==> src/rtl/mci_mcu_trace_trigger_ctrl.sv <==
// Trace-buffer capture sequencer: gates buffer writes while armed, detects the
// programmed trigger, records the post-trigger window, then freezes the buffer.
module mci_mcu_trace_trigger_ctrl #(
    parameter int PTR_WIDTH = 6,
    parameter int CNT_WIDTH = 16
) (
    input  logic                 clk,
    input  logic                 rst,
    input  logic                 debug_en,
    input  logic                 trace_valid,
    input  logic [31:0]          trace_address,
    input  logic                 trace_exception,
    input  logic                 trace_interrupt,
    input  logic [PTR_WIDTH-1:0] buf_write_ptr,
    input  logic                 cfg_arm,
    input  logic                 cfg_disarm,
    input  logic [1:0]           cfg_trig_mode,
    input  logic [31:0]          cfg_trig_addr,
    input  logic [31:0]          cfg_trig_mask,
    input  logic [CNT_WIDTH-1:0] cfg_post_count,
    output logic                 capture_en,
    output logic [1:0]           state,
    output logic                 triggered,
    output logic [PTR_WIDTH-1:0] trig_ptr,
    output logic [CNT_WIDTH-1:0] captured_cnt
);

    localparam logic [1:0] IDLE  = 2'd0;
    localparam logic [1:0] ARMED = 2'd1;
    localparam logic [1:0] POST  = 2'd2;
    localparam logic [1:0] DONE  = 2'd3;

    localparam logic [1:0] MODE_IMM  = 2'd0;
    localparam logic [1:0] MODE_ADDR = 2'd1;
    localparam logic [1:0] MODE_EXC  = 2'd2;

    logic [1:0]           state_r;
    logic [1:0]           state_next;

    logic [1:0]           lat_mode;
    logic [31:0]          lat_addr;
    logic [31:0]          lat_mask;
    logic [CNT_WIDTH-1:0] lat_post;
    logic [CNT_WIDTH-1:0] post_left;

    logic                 force_idle;
    logic                 arm_ok;
    logic                 trig_match;
    logic                 trig_hit;
    logic                 post_step;
    logic                 post_last;

    // Control decode, in priority order below reset: debug lock, disarm, arm.
    assign force_idle = !debug_en || cfg_disarm;
    assign arm_ok     = cfg_arm && !force_idle && (state_r == IDLE || state_r == DONE);

    always_comb begin
        trig_match = 1'b0;
        case (lat_mode)
            MODE_IMM:  trig_match = 1'b1;
            MODE_ADDR: trig_match = ((trace_address ^ lat_addr) & lat_mask) == 32'd0;
            MODE_EXC:  trig_match = trace_exception || trace_interrupt;
            default:   trig_match = 1'b0;
        endcase
    end

    assign trig_hit  = capture_en && !force_idle && (state_r == ARMED) && trig_match;
    assign post_step = capture_en && !force_idle && (state_r == POST);
    // Exit on the 1->0 transition so the counter can never underflow.
    assign post_last = post_step && (post_left == CNT_WIDTH'(1));

    always_ff @(posedge clk) begin
        if (rst) begin
            state_r <= IDLE;
        end else begin
            state_r <= state_next;
        end
    end

    always_comb begin
        state_next = state_r;
        if (force_idle) begin
            state_next = IDLE;
        end else if (arm_ok) begin
            state_next = ARMED;
        end else begin
            case (state_r)
                ARMED: begin
                    if (trig_hit) begin
                        state_next = (lat_post == '0) ? DONE : POST;
                    end
                end
                POST: begin
                    if (post_last) begin
                        state_next = DONE;
                    end
                end
                default: state_next = state_r;
            endcase
        end
    end

    always_comb begin
        capture_en = trace_valid && debug_en && (state_r == ARMED || state_r == POST);
    end

    assign state = state_r;

    // Config latch, trigger record and counters.
    always_ff @(posedge clk) begin
        if (rst) begin
            lat_mode     <= '0;
            lat_addr     <= '0;
            lat_mask     <= '0;
            lat_post     <= '0;
            post_left    <= '0;
            triggered    <= 1'b0;
            trig_ptr     <= '0;
            captured_cnt <= '0;
        end else if (arm_ok) begin
            lat_mode     <= cfg_trig_mode;
            lat_addr     <= cfg_trig_addr;
            lat_mask     <= cfg_trig_mask;
            lat_post     <= cfg_post_count;
            triggered    <= 1'b0;
            trig_ptr     <= '0;
            captured_cnt <= '0;
        end else begin
            if (trig_hit) begin
                triggered <= 1'b1;
                trig_ptr  <= buf_write_ptr;
                post_left <= lat_post;
            end else if (post_step) begin
                post_left <= post_left - CNT_WIDTH'(1);
            end
            if (capture_en && captured_cnt != '1) begin
                captured_cnt <= captured_cnt + CNT_WIDTH'(1);
            end
        end
    end

endmodule

==> config.mk <==
export PLATFORM = sky130hd
export DESIGN_NAME = mci_mcu_trace_trigger_ctrl
export DESIGN_NICKNAME = d
export VERILOG_FILES = /design/src/rtl/mci_mcu_trace_trigger_ctrl.sv
export SDC_FILE = /design/constraint.sdc
export NUM_CORES = 1
export LEC_CHECK = 0
export ABC_AREA = 1
export CORE_ASPECT_RATIO = 1.75
export CORE_UTILIZATION = 30
export CTS_CLUSTER_DIAMETER = 150
export CTS_CLUSTER_SIZE = 8
export DETAILED_ROUTE_END_ITERATION = 6
export HOLD_SLACK_MARGIN = 0.15
export PLACE_DENSITY_LB_ADDON = 0.05
export SYNTH_ARGS = -nofsm -noshare
export SYNTH_HDL_FRONTEND = slang
export SYNTH_SLANG_ARGS = --single-unit
==> constraint.sdc <==
create_clock -name clk -period 1.8 [get_ports clk]
set_input_delay 0.36 -clock clk [delete_from_list [all_inputs] [get_ports clk]]
set_output_delay 0.36 -clock clk [all_outputs]
set_load 0.005 [all_outputs]
# Word-level counts from Yosys, hierarchy flattened
# Cells that the tools add are included.
[totals]
reg_bits = 123
out_inout_bits = 26
inputBits = 128
[op_classes]
n_addsub = 2
n_bitwise = 3
n_eq_ne = 11
n_reduce_logical = 29
mux = 8
[ops]
columns = ["cell", "n"]
rows = [
  ["$and A32 B32 Y32", 1],
  ["$logic_not A32 Y1", 1],
  ["$mux W16", 2],
  ["$xor A32 B32 Y32", 1],
  ["$add A16 B1 Y16 const B", 1],
  ["$eq A16 B1 Y1 const B", 1],
  ["$logic_not A16 Y1", 1],
  ["$ne A16 B16 Y1 const B", 1],
  ["$sub A16 B1 Y16 const B", 1],
  ["$logic_and A1 B1 Y1", 10],
  ["$eq A2 B2 Y1 const B", 3],
  ["$ne A3 B3 Y1 const B", 2],
  ["$reduce_and A3 Y1", 2],
  ["$eq A2 B1 Y1 const B", 2],
  ["$logic_not A2 Y1", 2],
  ["$logic_or A1 B1 Y1", 4],
  ["$mux W2", 2],
  ["$ne A2 B2 Y1 const B", 2],
  ["$pmux W2 S2", 1],
  ["$reduce_bool A2 Y1", 2],
  ["$reduce_or A2 Y1", 2],
  ["$pmux W1 S3", 1],
  ["$reduce_bool A3 Y1", 1],
  ["$reduce_or A3 Y1", 1],
  ["other kinds (4)", 6],
]

# Longest topological paths before layout
[depth]
depth_word = 9
ltp_mapped = 15

# Least setup slack after synthesis
# Ideal clock, no wire load.
[synth_path]
path_type = "reg-to-reg"
startpoint = "reg state_r[0], in the netlist state[0]"
endpoint = "reg captured_cnt[7]"
arrival_time_ps = 1858
slack_ps = -177
synth_period_minus_slack_ps = 1977
path_stages_with_launch = 10
path_buffers = 0
cell_sequence = "dfxtp_1 > inv_1 > ha_1 > nor3_4 > nand2_2 > or2_2 > nor3_1 > nand2_1 > o21ai_0 > a21oi_1"
[synth_via]
elab_chain_cells = 4
word_cells_on_any_way = 10
classes_between = "eq/ne (3); reduce/logical (7)"
[synth_rtl]
columns = ["element", "line", "source"]
rows = [
  ["from (decl)", "37", "logic [1:0] state_r;"],
  ["from (signal assigned)", "76", "state_r <= state_next;"],
  ["$eq A2 B1 Y1 / $eq A2 B2 Y1 (equally long branches)", "104", "capture_en = trace_valid && debug_en && (state_r == ARMED || state_r == POST);"],
  ["$logic_or A1 B1 Y1 *", "104", ""],
  ["$logic_and A1 B1 Y1 *", "104", ""],
  ["net capture_en", "21", "output logic capture_en,"],
  ["$logic_and A1 B1 Y1 *", "136", "if (capture_en && captured_cnt != '1) begin"],
  ["to (signal assigned)", "137", "captured_cnt <= captured_cnt + CNT_WIDTH'(1);"],
  ["to (decl)", "25", "output logic [CNT_WIDTH-1:0] captured_cnt"],
]
# The timed path passes the listed nets; every way through them passes the cells marked *.
# A chain may end at the register's enable or synchronous reset.

# Final worst setup path
[layout_path]
startpoint = "reg state_r[0], in the netlist state[0]"
endpoint = "reg post_left[10]"
[layout_via]
elab_chain_cells = 8
word_cells_on_any_way = 16
classes_between = "eq/ne (3); mux (1); bitwise (1); reduce/logical (11)"
[layout_rtl]
columns = ["element", "line", "source"]
rows = [
  ["$eq A2 B1 Y1 / $eq A2 B2 Y1 (equally long branches)", "67, 104, 68", ""],
  ["$logic_or A1 B1 Y1", "104", ""],
  ["$logic_and A1 B1 Y1", "104", ""],
  ["$logic_and A1 B1 Y1", "67, 68", ""],
  ["$logic_and A1 B1 Y1 (2 in series)", "67", "assign trig_hit = capture_en && !force_idle && (state_r == ARMED) && trig_match;"],
  ["$reduce_bool A2 Y1 (no source line)", "n/a", ""],
  ["$reduce_and A2 Y1 (no source line)", "n/a", ""],
  ["to (signal assigned)", "132", "post_left <= lat_post;"],
  ["to (signal assigned)", "134", "post_left <= post_left - CNT_WIDTH'(1);"],
  ["to (decl)", "44", "logic [CNT_WIDTH-1:0] post_left;"],
]
# Parallel ways exist; a longest one is shown, timed or not.

==> flow_summary.json <==
{
  "status": "finished, violations left",
  "violations": "negative setup slack",
  "period_needed_ns": 1.90,
  "cts_buffer_depth": 2,
  "rsz0062_at_grt": "yes",
  "die_x_um": 108,
  "syn_inst": 863,
  "worstPathMaxFanout": 4,
  "layout_commonest_cell": "nor2_1",
  "cts_sinks": 123,
  "synth.ff_latch_count": 123,
  "final-hold-violation-count": 0,
  "cp-end-kind": "flop",
  "cts_hold_buf": 0,
  "cp.required_ns": 2.10,
  "synth_enable_flop_cells": 0,
  "max_freq_mhz": 527,
  "ys.flop_type": "dfxtp_1",
  "num_vias": 5985,
  "leakagePower_nw": 3.76,
  "worstMarginPinSlew_ns": 0.449,
  "routed_via_density": 4.57,
  "dp_hpwl_mm": 13.2,
  "startpoint_type": "flop",
  "cp.arrival_ns": 2.20,
  "port_buffers": 153,
  "yosysTopAreaCellShare": 0.421,
  "grtUsageTotal": 0.182,
  "grt_max_degree": 61,
  "fin_tns_setup_ns": -0.760,
  "worstSetupEndpoint": "post_left[10]",
  "grt_pass1_vias": 5913,
  "final_cell_mix": "152 x nor2_1, 144 x clkdlybuf4s50_1, 131 x nand2_1",
  "slew_viol_final": 0,
  "timing.rr.start": "state[0]",
  "gp_congestion": 0.776,
  "synth_nets": 996,
  "hold_path_class": "reg2reg",
  "ys_top_cells_by_area": "dfxtp_1 42%, nor2_1 10%, o21ai_0 10%",
  "drive_above_1_share": 0.154,
  "power_density_mw_per_mm2": 805,
  "synth.avg_cell_area_sq_um": 6.78,
  "drcViolationCount": 0,
  "yosysWarnings": 0,
  "path_class": "reg2reg",
  "reg2reg_depth": 11,
  "yosys.area.top_type": "dfxtp_1",
  "die_h_um": 187,
  "vdd_drop_max_mv": 0.531,
  "dp_slack_ns": -0.586,
  "relSlewSlack": 0.698,
  "grt_overflow": 0,
  "setup_ws_ns": -0.0993,
  "ys_seq_area_frac": 0.421,
  "ant_nets": 0,
  "grt_pass1_wl_mm": 28.3,
  "synth_cell_types": 34,
  "num_io_pins": 154,
  "cts_tree": "yes",
  "rows": 67,
  "synthArstFlopShare": 0,
  "clk_latency_ns": 0.41,
  "drt-initial-drc-count": 158,
  "r2r_slack_ns": -0.1,
  "die_area_sq_mm": 0.0201,
  "antenna_found_initial": 0,
  "core_sq_mm": 0.0191,
  "drv_cap": 0,
  "htreeDepth": 4,
  "fin_nets": 1188,
  "crit_start": "state[0]",
  "n_antenna_cell": 0,
  "clk_pin_slew_ns": 0.07,
  "period_share": 1.06,
  "area_delta_synth_final_pct": 53.9,
  "syn_area_sq_mm": 0.00585,
  "drt_pre_antenna_iters": 4,
  "cts-root-buf": "clkbuf_16",
  "detail_route.wl_per_cell_um": 13.6,
  "wirelength_mm": 17.9,
  "initial_utilization": 0.306,
  "numCtsBuffers": 17,
  "worst_clock_skew_ns": 0.0135,
  "fin_util": 0.471,
  "setup_viol": 17,
  "r2r_end": "post_left[10]"
}
[area by class of cell]
cell class | instances | area (sq um)
fillers | 2057 | 10100
well taps | 241 | 302
inverters | 104 | 398
flip-flops and latches | 123 | 2470
repair buffers | 208 | 2130
clock inverters | 14 | 184
multi-input cells | 601 | 3090
clock buffers | 18 | 439
[cell families after synthesis]
group                      after synthesis  share of synthesized area
buffers and inverters                  139                     0.0963
and+or+nand+nor                        404                      0.296
adders and majority gates                5                     0.0107
DFF                                    123                      0.421
xor gates and xnor gates                13                     0.0195
AOI/OAI and AO/OA                      179                      0.156
[stage by stage]
step	total power (W)	hold WS (ns)	area (sq um)	std cells
after global routing	0.00756	0.482	9000	1309
final	0.00725	0.469	9000	1309
after detailed placement	0.00370	0.460	8030	1272
after CTS	0.00734	0.471	8740	1307
after floorplan	0.00324	0.443	5870	863
after global placement	0.00369	0.455	8030	1272
[worst max-delay path: stages, from the launching register on]
cell	delay, ns
dfxtp_2	0.33
inv_2	0.05
ha_4	0.24
nor3_4	0.22
nand2_2	0.12
nor3_4	0.18
a21boi_4	0.26
buf_6	0.13
buf_6	0.11
nand2_1	0.05
nand2_1	0.06
a21oi_1	0.06
[routing by layer]
layer,part of all wire,global-route usage
met3,0.038,0.0360
met2,0.56,0.353
met5,0,0
met4,0.011,0.0558
met1,0.39,0.191
[how the worst min path moves through the flow]
stage                    to  depth (start not counted)  slack (ns)    startpoint
2_1_floorplan   lat_post[7]                          2        0.44   lat_post[7]
3_3_place_gp   lat_addr[26]                          2        0.45  lat_addr[26]
3_5_place_dp    lat_addr[4]                          2        0.46   lat_addr[4]
4_1_cts        lat_addr[26]                          2        0.47  lat_addr[26]
5_1_grt        lat_addr[26]                          2        0.48  lat_addr[26]
6_report        lat_addr[4]                          2        0.47   lat_addr[4]
[synth_stat cells (2+ instances only)]
| library cell | number |
|---|---|
| buf_6 | 5 |
| or2_1 | 3 |
| nor2_1 | 161 |
| nand2_2 | 4 |
| nand3_1 | 51 |
| a21oi_1 | 54 |
| nor4_1 | 3 |
| inv_2 | 2 |
| inv_1 | 101 |
| xnor2_1 | 4 |
| o21ai_1 | 5 |
| nor3_2 | 3 |
| nand4_1 | 5 |
| nand2_4 | 2 |
| xor2_1 | 9 |
| ha_1 | 5 |
| nor3_1 | 10 |
| or2_2 | 4 |
| nor3b_1 | 3 |
| o21ai_0 | 117 |
| nor3_4 | 2 |
| nor2_2 | 4 |
| dfxtp_1 | 123 |
| clkbuf_1 | 28 |
| nand2_1 | 146 |
[flip-flops by register name (all words and copies together), names as in the netlist, 2 cells and up]
signal        flops
lat_addr         32
lat_mask         32
captured_cnt     16
lat_post         16
post_left        16
trig_ptr          6
lat_mode          2
state             2
[power breakdown]
group / switching (W) / leakage, nW / internal, W / total (W)
Sequential: 0.0000510 / 1.00 / 0.00282 / 0.00287
Combinational: 0.000342 / 2.45 / 0.000421 / 0.000763
Clock: 0.00137 / 0.299 / 0.00225 / 0.00362
[repair_timing]
action / CTS / global route
endpoints found under the hold margin: 0 / 0
gates cloned: 0 / 1
gates resized for setup: 30 / 82
setup endpoints to repair: 30 / 35
setup buffers: 3 / 2
pin swaps: 6 / 16
No activity file was read; power rests on OpenSTA's default activity.
